`config.mk`:
```
export PLATFORM = sky130hd
export DESIGN_NAME = topk_accum_8
export DESIGN_NICKNAME = d
export VERILOG_FILES = /design/src/rtl/topk_accum_8.sv
export SDC_FILE = /design/constraint.sdc
export NUM_CORES = 1
export LEC_CHECK = 0
export CORE_MARGIN = 5
export CORE_UTILIZATION = 25
export DETAILED_ROUTE_END_ITERATION = 7
export HOLD_SLACK_MARGIN = 0.06
export RECOVER_POWER = 50
export SLEW_MARGIN = 20
export SYNTH_ARGS = -nofsm -noshare
export SYNTH_HDL_FRONTEND = slang
export SYNTH_SLANG_ARGS = --single-unit
```
`constraint.sdc`:
```
create_clock -name clk_i -period 7.7 [get_ports clk_i]
set_input_delay 1.155 -clock clk_i [delete_from_list [all_inputs] [get_ports clk_i]]
set_output_delay 1.155 -clock clk_i [all_outputs]
set_load 0.05 [all_outputs]
```
`src/rtl/topk_accum_8.sv`:
```
// Running top-8 accumulator: bitonic-merges successive descending-sorted batches
// of one frame into a held top-8 and delivers it on a valid/ready port.
module topk_accum_8 #(
   parameter int DATAWIDTH  = 8,
   parameter int DATALENGTH = 8,
   parameter int SIGNED     = 0,
   parameter int CNTWIDTH   = 16
) (
   input  logic                                 clk_i,
   input  logic                                 rstn_i,
   input  logic                                 in_valid_i,
   output logic                                 in_ready_o,
   input  logic                                 in_last_i,
   input  logic [DATALENGTH-1:0][DATAWIDTH-1:0] x_i,
   output logic                                 out_valid_o,
   input  logic                                 out_ready_i,
   output logic [DATALENGTH-1:0][DATAWIDTH-1:0] y_o,
   output logic [CNTWIDTH-1:0]                  batch_cnt_o
);

   typedef logic [DATAWIDTH-1:0]                  elem_t;
   typedef logic [DATALENGTH-1:0][DATAWIDTH-1:0]  vec_t;
   typedef enum logic [1:0] {S_EMPTY, S_HOLD, S_MERGE, S_DONE} state_t;

   state_t              r_state;
   state_t              w_state_nxt;
   vec_t                r_held;
   vec_t                r_m;
   vec_t                r_y;
   logic [CNTWIDTH-1:0] r_cnt;
   logic [CNTWIDTH-1:0] r_ycnt;
   logic                r_last;

   logic                w_in_ready;
   logic                w_accept;
   vec_t                w_pairmax;
   vec_t                w_s1;
   vec_t                w_s2;
   vec_t                w_merged;

   function automatic logic gt(input elem_t a, input elem_t b);
      if (SIGNED != 0) return $signed(a) > $signed(b);
      return a > b;
   endfunction

   // One half-cleaner: each pair (i, i^stride) is ordered larger-first.
   function automatic vec_t half_clean(input vec_t v, input int stride);
      vec_t r;
      r = v;
      for (int i = 0; i < DATALENGTH; i++) begin
         if ((i & stride) == 0 && gt(v[i ^ stride], v[i])) begin
            r[i]          = v[i ^ stride];
            r[i ^ stride] = v[i];
         end
      end
      return r;
   endfunction

   assign w_in_ready  = (r_state == S_EMPTY) || (r_state == S_HOLD);
   assign in_ready_o  = rstn_i & w_in_ready;
   assign w_accept    = in_valid_i & in_ready_o;
   assign out_valid_o = (r_state == S_DONE);
   assign y_o         = r_y;
   assign batch_cnt_o = r_ycnt;

   // Held is descending, reversed batch is ascending: lane-wise max is bitonic
   // and holds the top 8 of the 16 candidates.
   always_comb begin
      w_pairmax = r_held;
      for (int i = 0; i < DATALENGTH; i++) begin
         if (gt(x_i[DATALENGTH-1-i], r_held[i])) w_pairmax[i] = x_i[DATALENGTH-1-i];
      end
   end

   assign w_s1     = half_clean(r_m,  DATALENGTH / 2);
   assign w_s2     = half_clean(w_s1, DATALENGTH / 4);
   assign w_merged = half_clean(w_s2, DATALENGTH / 8);

   always_ff @(posedge clk_i or negedge rstn_i) begin
      if (!rstn_i) r_state <= S_EMPTY;
      else         r_state <= w_state_nxt;
   end

   always_comb begin
      // NOTE: default first so every path assigns w_state_nxt and no latch is inferred.
      w_state_nxt = r_state;
      unique case (r_state)
         S_EMPTY: if (w_accept) w_state_nxt = in_last_i ? S_DONE : S_HOLD;
         S_HOLD:  if (w_accept) w_state_nxt = S_MERGE;
         S_MERGE: w_state_nxt = r_last ? S_DONE : S_HOLD;
         S_DONE:  if (out_ready_i) w_state_nxt = S_EMPTY;
         default: w_state_nxt = S_EMPTY;
      endcase
   end

   // NOTE: the held/merge vectors are plain registers, so they take the async
   // reset along with everything else; a reset must discard all frame data.
   always_ff @(posedge clk_i or negedge rstn_i) begin
      if (!rstn_i) begin
         r_held <= '0;
         r_m    <= '0;
         r_y    <= '0;
         r_cnt  <= '0;
         r_ycnt <= '0;
         r_last <= 1'b0;
      end else begin
         unique case (r_state)
            S_EMPTY: if (w_accept) begin
               r_held <= x_i;
               r_cnt  <= CNTWIDTH'(1);
               if (in_last_i) begin
                  r_y    <= x_i;
                  r_ycnt <= CNTWIDTH'(1);
               end
            end
            S_HOLD: if (w_accept) begin
               r_m    <= w_pairmax;
               r_last <= in_last_i;
               if (r_cnt != '1) r_cnt <= r_cnt + CNTWIDTH'(1);
            end
            S_MERGE: begin
               r_held <= w_merged;
               if (r_last) begin
                  r_y    <= w_merged;
                  r_ycnt <= r_cnt;
               end
            end
            S_DONE: if (out_ready_i) begin
               r_held <= '0;
               r_cnt  <= '0;
            end
            default: ;
         endcase
      end
   end

endmodule

```
* Word level (Yosys, flattened, before mapping)
Cells that the tools add are included.
** Storage, ports and cells
- Register bits :: 227
- Logic and storage cells :: 121
- Bits in read-only memories :: 0
- RAM bits :: 0
- Bits in latches :: 0
- Memories :: 0
- Output and inout port bits :: 82
** Operators by class
- Shift operators :: 0
- Bitwise logic cells :: 2
- $lt $le $gt $ge :: 20
- Multiply operators :: 0
- Multiplexer cells :: 50
- Eq/ne operators :: 10
- Reduce and logical (&&, ||, !) cells :: 10
- Add/sub/neg operators :: 1
- Divide/modulo/power cells :: 0
** Operator list (number)
- 2-to-1 mux 64 bit :: 5
- 2-to-1 mux 8 bit :: 24
- one-hot mux 64 bit (3 select lines) :: 1
- 2-to-1 mux 16 bit :: 11
- greater-than comparator 8 bit :: 20
- one-hot mux 64 bit (2 select lines) :: 1
- one-hot mux 16 bit (3 select lines) :: 1
- one-hot mux 16 bit (2 select lines) :: 1
- adder 16 x 1 -> 16 bit (second input constant) :: 1
- inequality test 16 bit (second input constant) :: 1
- 2-to-1 mux 2 bit :: 5
- inequality test 2 bit (second input constant) :: 4
- one-hot mux 2 bit (4 select lines) :: 1
- AND reduction 3 bit :: 2
- nonzero test 3 bit :: 2
- AND reduction 5 bit :: 1
- equality test 2 bit (second input constant) :: 2
- inequality test 2 x 1 -> 1 bit (second input constant) :: 2
- AND reduction 4 bit :: 1
- AND 1 bit :: 2
- equality test 2 x 1 -> 1 bit (second input constant) :: 1
- logical NOT 2 bit :: 1
- AND reduction 2 bit :: 1
- nonzero test 2 bit :: 1
- logical OR 1 bit :: 1

* Logic depth before layout (Yosys ltp)
Gate-level depths: netlist of the first run.
- Depth after elaboration :: 8
- Gate-level depth with buffers :: 31
- Gate-level depth less buffers :: 29

* Worst setup path after synthesis of the first run
No wires, ideal clock.
- Path type :: flip-flop to flip-flop
- From :: register r_m[18] (netlist name)
- To :: register r_held[60] (netlist name)
- Period minus slack after synthesis :: 6164 ps
- Buffers on the path :: 4
- Stages on the path, launching flop included :: 31
- Arrival time :: 6082 ps
- Setup slack :: 1536 ps
- Cells stage by stage :: dfrtp_1 > inv_1 > ha_1 > and4_1 > nand2b_1 > and2_1 > nor2_1 > clkbuf_1 > nand2_1 > o21ai_0 > ha_1 > a21o_1 > a21o_1 > a221oi_1 > o31ai_4 > o21ba_1 > buf_2 > nor2_2 > buf_2 > o21ai_0 > ha_1 > nor2b_1 > o21a_1 > o21ai_0 > nand2b_1 > a21oi_1 > o21a_1 > a21oi_1 > clkbuf_1 > o211ai_1 > a31oi_1
** Between the ends
- Longest elaborated chain between the ends :: 7
** RTL lines
- start, declared :: line 28 : vec_t r_m;
- start signal, assigned :: line 117 : r_m <= w_pairmax;
- greater-than comparator 8 bit :: line 43 : return a > b;
- 2-to-1 mux 8 bit (*) :: line 51 : if ((i & stride) == 0 && gt(v[i ^ stride], v[i])) begin
- greater-than comparator 8 bit :: line 43
- 2-to-1 mux 8 bit (*) :: line 51
- greater-than comparator 8 bit :: line 43
- 2-to-1 mux 16 bit (*) :: line 51
- one-hot mux 64 bit (3 select lines) (*) :: line 107 : unique case (r_state)
- end signal, assigned :: line 109 : r_held <= x_i;
- end signal, assigned :: line 122 : r_held <= w_merged;
- end, declared :: line 27 : vec_t r_held;
Mark *: on every way between the ends. The rest lies on a longest branch, timed or not.
A chain may end at the register's enable or synchronous reset.

* Worst setup path in the final report of the first run
- From :: register r_m[1] (netlist name)
- To :: register r_held[33] (netlist name)
The elaborated chain is that of the path after synthesis.

==> results of run 1 <==
[worst paths after layout]
check                                   to  cells after the start
worst max-delay path            r_held[33]                     21
max in group asynchronous          r_m[58]                      2
worst min register to register     y_o[10]                      2
worst max register to register  r_held[33]                     21
worst min-delay path               y_o[10]                      2
min in group asynchronous         r_cnt[7]                      1
[worst register-to-register path, cell delays in order (launching register included)]
cell and delay, ps:
dfrtp_1 360, inv_1 60, ha_1 300, nor2b_1 130
o211a_1 220, o21a_1 240, nor2_1 680, a21oi_1 160
buf_4 200, ha_1 290, a21o_1 160, a21o_1 170
a221oi_1 650, o31ai_4 240, o21bai_1 470, nand2_1 390
a21boi_0 530, ha_1 330, nand4_1 120, o21a_1 690
o21ai_0 360, o21ai_0 240
[metrics by stage]
step,utilization (%),instances,setup slack (ps)
finish,30.3,3026,616
global route,30.3,3025,31.1
CTS,30.3,3025,700
detailed placement,28.8,2973,704
global placement,28.8,2973,736
floorplan,-,2024,1540
[layout make-up]
| cell class | count | area, um2 |
|---|---|---|
| fill | 7103 | 46600 |
| clock buffer | 37 | 785 |
| clock inverter | 15 | 219 |
| tap | 873 | 1090 |
| antenna | 1 | 2.50 |
| multi-input combinational | 1555 | 10200 |
| timing repair buffer | 185 | 1770 |
| inverter | 133 | 499 |
| sequential | 227 | 5680 |
[kinds of logic after synthesis]
family / count (synthesis)
adder cells (fa/ha/maj): 159
flip-flops: 227
AND/OR/NAND/NOR: 528
multiplexers: 121
AO/OA/AOI/OAI: 747
buffers and inverters: 242
[registers in the layout (all words and copies together), names as in the netlist]
name	count
batch_cnt_o	16
r_cnt	16
r_held	64
r_last	1
r_m	64
r_state	2
y_o	64
[routing by layer]
| layer | routed length [um] | share of wire, % | up-vias |
|---|---|---|---|
| li1 | - | - | 7594 |
| met2 | 29200 | 44 | 610 |
| met3 | 5750 | 8.6 | 111 |
| met5 | 56 | 0.084 | - |
| met4 | 2440 | 3.7 | 10 |
| met1 | 29400 | 44 | 7794 |
[timing repair]
item / in CTS / in global routing
hold endpoints to repair: 0 / 0
setup buffers: 0 / 0
gates resized for setup: 0 / 1
setup endpoints to repair: 0 / 1
[cells in the final DEF (no fill, tap or decap), types with 13 or more instances in the layout]
cell,instances
o211ai_1,28
o21a_1,20
a22o_1,16
a31oi_1,83
nand4_1,16
and3_1,19
mux2_2,13
clkbuf_16,28
dfrtp_1,227
mux2i_1,107
nand2_1,207
a211o_1,15
ha_1,158
nand2b_1,13
a21oi_1,230
dlygate4sd3_1,24
nand3_1,71
o21ai_0,227
buf_4,32
nor2_1,79
a21o_1,32
or3_1,54
nor2b_1,18
o21ai_1,29
inv_1,132
clkdlybuf4s50_1,125
==> key figures, run 1 <==
Logic synthesis
  • Count leader, synth: a21oi_1
  • Synth top area share: approximately 34%
  • Simple-Gate Fraction of Synth Area: between 10% and 20%
  • Fraction of synthesized cell area in xor and xnor cells: 0%
  • Leading area contributor after synthesis: dfrtp_1
  • Mux contribution to synthesized area: under 10%
  • Post-Synth Adder-Cell Area: 11.9%
  • Synth Flop Type: dfrtp_1
  • YS warnings: 0
  • Post-Syn Nets: 2252
  • Largest family of logic cells by synthesized area: compound AO/OA/AOI/OAI gates
  • Number of flops mapped to enable cells by yosys: 0
  • Mapped Cells: around 2.0k
  • Asr flop ratio synth: 100%
  • Post-synthesis sequential area ratio: 33.9%
  • Synthesized area per cell: between 8 and 9 um2
  • Post-Syn Area: between 15000 and 20000 um2
  • Seq cells post-synth: 227
  • Synth area leaders: dfrtp_1 34%, ha_1 12%, a21oi_1 6.9%, o21ai_0 6.8%, mux2i_1 6.4%
  • Compound-Gate Fraction of Synth Area: roughly a quarter
  • Commonest cells post-synth: 230 x a21oi_1, 228 x o21ai_0, 227 x dfrtp_1
  • Post-synthesis cell type count: 68

Worst hold path
  • Hold/Removal Path Class: reg -> reg
  • HP Start: y_o[10]

Clock network
  • Num CTS Buffers: 28
  • Hold_buf cts: 0
  • CTS sink cnt: around 230
  • Clock slew at reported path FFs: 60 ps
  • CTS tree: done
  • CTS max path bufs: 3
  • Clk_lat worst skew: just under 600 ps
  • CTS H-Tree Depth: 1
  • Clock root cell: clkbuf_16

Placed design
  • DP Area: 19300 um2
  • GP Congestion: just under 1
  • Post-detail-place hpwl: a little over 50000 um
  • Port buffer count: 150

Setup path
  • Arr. time, crit path: ~7600 ps
  • Slowest-stage cell, CP: o21a_1
  • R2R Setup Slk: 620 ps
  • Reg2Reg Launch Point: r_m[1]
  • Crit-path leading delay family: compound AO/OA/AOI/OAI gates
  • Critical path startpoint category: register
  • Setup CP Type: reg -> reg
  • Cell chain of the critical path: inv_1, ha_1, nor2b_1, o211a_1, o21a_1, nor2_1, a21oi_1, buf_4, ha_1, a21o_1, a21o_1, a221oi_1, o31ai_4, o21bai_1, nand2_1, a21boi_0, ha_1, nand4_1, o21a_1, o21ai_0, o21ai_0
  • Crit path max fanout: 22
  • Crit path launch: r_m[1]
  • Buffers plus inverters on the worst setup path: 2
  • Critical Path RT: approximately 8200 ps
  • Worst setup EP type: register
  • CP max stage delay: slightly below 700 ps
  • CP dominant cell by count: ha_1

Status
  • Outcome: finished, violations left
  • Failing checks: capacitance limit, slew limit

STA
  • Final Max Slew Viols: 150
  • Period utilization: between 90% and 100%
  • Fin crit period: between 7000 and 8000 ps
  • Worst Max-Slew Pin Slew: 4010 ps
  • RSZ-0062 raised after global routing: no
  • Setup TNS: 0 ps
  • Fmax: 141 MHz
  • Clk_skew: 27.1 ps
  • Hold_ws: between 400 and 500 ps
  • Slew margin rel.: -167%
  • Final setup violation count: 0
  • Fin. Hold Viols: 0

Global route
  • Largest net degree at the start of global routing: 150
  • Vias in the first global route: around 15k
  • Initial antenna violation count: 7
  • Met3 usage: under 10%
  • Met2 GRT Util: 27.7%
  • Most Crowded Layer GR: met2
  • M1 GR Usage: 24.9%
  • First-pass GRT wire length: approximately 100000 um
  • Grt total ovfl: 0
  • GRT Overall Usage: 17.9%

Final layout
  • Post-route design area: around 20000 um2
  • Final #Nets: around 2.4k
  • Area growth from synthesis to layout: 20.8%
  • Layout cells sized above 1: a little under 6%

Floorplan
  • Rows: between 90 and 100
  • Die Y: 269 um
  • Initial core utilization: about 25%
  • Core Area: roughly 67000 um2
  • Top-Level Pins: about 150
  • Die area: 72300 um2
  • Horiz. Die Dim: 269 um

Drt
  • DR iter-0 viols: between 1k and 1.5k
  • # DRC: 0
  • Via/cell ratio: between 5 and 6
  • WL/cell: 22.1 um
  • Post-route ant nets: 0
  • DR pass1 iterations: 5
  • Vias: around 16k
  • Total wire length: between 60000 and 70000 um

Job
  • Max-cap viol count: 1
Power of run 1 is left out: the tool's default activity adds up to more than one toggle a clock period on the data nets, which glitch-free logic cannot reach.
==> run 2, diff against run 1 <==
--- a/config.mk
+++ b/config.mk
@@ -5,6 +5,7 @@
 export SDC_FILE = /design/constraint.sdc
 export NUM_CORES = 1
 export LEC_CHECK = 0
+export ABC_CLOCK_PERIOD_IN_PS = 7700
 export CORE_MARGIN = 5
 export CORE_UTILIZATION = 25
 export DETAILED_ROUTE_END_ITERATION = 7
==> results of run 2 <==
The final DEF is identical to that of run 1; final timing and power are the same.
Power of run 2 is left out for the same reason.
==> run 3, diff against run 2 <==
--- a/config.mk
+++ b/config.mk
@@ -5,11 +5,12 @@
 export SDC_FILE = /design/constraint.sdc
 export NUM_CORES = 1
 export LEC_CHECK = 0
-export ABC_CLOCK_PERIOD_IN_PS = 7700
+export ABC_CLOCK_PERIOD_IN_PS = 9150
 export CORE_MARGIN = 5
 export CORE_UTILIZATION = 25
 export DETAILED_ROUTE_END_ITERATION = 7
 export HOLD_SLACK_MARGIN = 0.06
+export MAX_ROUTING_LAYER = met4
 export RECOVER_POWER = 50
 export SLEW_MARGIN = 20
 export SYNTH_ARGS = -nofsm -noshare
==> constraint.sdc (replaced) <==
create_clock -name clk_i -period 9.15 [get_ports clk_i]
set_input_delay 1.3725 -clock clk_i [delete_from_list [all_inputs] [get_ports clk_i]]
set_output_delay 1.3725 -clock clk_i [all_outputs]
set_load 0.05 [all_outputs]
==> key figures, run 3 (synthesis results as in run 1) <==
Clock network
  • CTS sink cnt: 227 (unchanged)
  • Hold_buf cts: 0 (unchanged)
  • Resized Gates After CTS: 0 (unchanged)
  • CTS H-Tree Depth: 1 (unchanged)
  • Clock slew at reported path FFs: 60 ps (about the same)
  • Clk_lat worst skew: 580 ps (about the same)
  • CTS max path bufs: 3 (unchanged)
  • # Post-CTS Setup Buffers: 0 (unchanged)
  • Clock root cell: clkbuf_16
  • CTS tree: done
  • Num CTS Buffers: 28 (unchanged)

Drt
  • Met3 routed WL: 5620 um (-2.2%)
  • Vias: 15.9k (-1.3%)
  • DR iter-0 viols: 1540 (+16%)
  • WL/cell: 22.1 um (-0.14%)
  • DR pass1 iterations: 6 (+1)
  • Post-route ant nets: 0 (unchanged)
  • Met1 Routed Length: 29100 um (-1.2%)
  • Total wire length: 66500 um (-0.53%)
  • # DRC: 0 (unchanged)
  • Top routing layer in use: met4
  • Met2 Routed Length: 28600 um (-2.0%)
  • Via/cell ratio: 5.28 (-0.90%)

Final layout
  • Layout cells sized above 1: 4.69% (-1.3 points)
  • Area growth from synthesis to layout: 19.4%
  • Final #Nets: 2344 (-0.59%)
  • Most common cell after layout, fill and taps aside: a21oi_1
  • Commonest non-fill, non-tap cells in the layout: 230 x a21oi_1, 227 x o21ai_0, 227 x dfrtp_1

Floorplan
  • Die Y: 269 um (unchanged)
  • Horiz. Die Dim: 269 um (unchanged)
  • Top-Level Pins: 151 (unchanged)
  • Core Area: 66800 um2 (unchanged)
  • Rows: 95 (unchanged)
  • Initial core utilization: 25.1% (unchanged)
  • Die area: 72300 um2 (unchanged)

Global route
  • Initial antenna violation count: 6 (-1)
  • Largest net degree at the start of global routing: 81 (-46%)
  • First-pass GRT wire length: 98700 um (-0.59%)
  • Grt total ovfl: 0 (unchanged)
  • GRT Overall Usage: 18.3% (+0.38 points)
  • Vias in the first global route: 15.2k (-1.4%)

Setup path
  • Critical path startpoint category: register
  • CP max stage delay: 670 ps (-20 ps)
  • Worst setup EP type: register
  • Worst r2r path cells: 27 (+29%)
  • Crit path max fanout: 20 (-9.1%)
  • Critical Path RT: 9560 ps (+1360 ps)
  • Slowest-stage cell, CP: a221oi_1
  • Setup CP Type: reg -> reg
  • Crit path launch: r_m[1]
  • Reg2Reg Launch Point: r_m[1]
  • Arr. time, crit path: 7820 ps (+240 ps)

STA
  • Final setup violation count: 0 (unchanged)
  • Clk_skew: 34.7 ps (+7.62 ps)
  • RSZ-0062 raised after global routing: no
  • Period utilization: 81.0% (-11 points)
  • Fmax: 135 MHz (-4.5%)
  • Slew margin rel.: -142% (+25 points)
  • Final setup margin: 1730 ps (+1120 ps)
  • Fin crit period: 7420 ps (+332 ps)
  • Setup TNS: 0 ps (unchanged)
  • Fin. Hold Viols: 0 (unchanged)
  • Worst Max-Slew Pin Slew: 3640 ps (-375 ps)
  • Final Max Slew Viols: 361 (+140%)

Status
  • Failing checks: capacitance limit, slew limit
  • Outcome: finished, violations left

Worst hold path
  • HP Start: y_o[1]
  • Hold path depth: 2 (unchanged)
  • Hold/Removal Path Class: reg -> reg

Placed design
  • GP Congestion: 0.954 (-0.86%)
  • Post-detail-place hpwl: 50800 um (-0.10%)
  • Pre-CTS setup slack: 1900 ps (+1190 ps)
  • Port buffer count: 150 (unchanged)

Job
  • Max-cap viol count: 6 (+5)
## run 3: cell types whose count changed in the layout (fill, tap and decap cells not counted), sizes merged, moves of 3 or more
| cell | delta |
|---|---|
| buf | -18 |
| dlygate4sd3 | -4 |
| diode | +6 |
| clkbuf | +9 |
| clkdlybuf4s50 | +4 |
| clkinv | -3 |
## run 3: worst max-delay path: cells and delay by family, from the launching register on
| family | cells | cell delay (ps) |
|---|---|---|
| AOI/OAI and AO/OA | 16 | 4070 |
| and+or+nand+nor | 7 | 1770 |
| adders and majority gates | 3 | 970 |
| DFF | 1 | 370 |
| buffers and inverters | 1 | 60 |
## run 3: worst paths after layout
kind	to	slack, ps
setup / recovery	r_held[57]	1730
hold / removal	y_o[1]	490
setup reg to reg	r_held[57]	1730
hold reg to reg	y_o[1]	490
max in group asynchronous	y_o[7]	2710
min in group asynchronous	batch_cnt_o[7]	1880
## run 3: final cells by class
| cell class | instances | area, um2 |
|---|---|---|
| antenna | 7 | 17.5 |
| inverter | 133 | 499 |
| clock buffer | 42 | 813 |
| tap | 873 | 1090 |
| multi-input combinational | 1555 | 10200 |
| fill | 7172 | 46800 |
| clock inverter | 6 | 91.3 |
| timing repair buffer | 171 | 1630 |
| sequential | 227 | 5680 |
## run 3: per-stage QoR
step | utilization (%) | std cells | area, um2 | hold slack, ps
final | 30.0 | 3014 | 20000 | 486
after global routing | 30.0 | 3013 | 20000 | 508
after CTS | 30.0 | 3007 | 20000 | 500
after detailed placement | 28.7 | 2959 | 19100 | 481
after global placement | 28.6 | 2959 | 19100 | 476
after floorplan | - | 2024 | 16800 | 466
## run 3: metal layers
layer	vias to the layer above	track usage [%]
met2	642	26.9
li1	7551	-
met1	7600	24.6
met4	0	7.30
met3	118	3.92
met5	-	-
Power of run 3 is left out for the same reason.
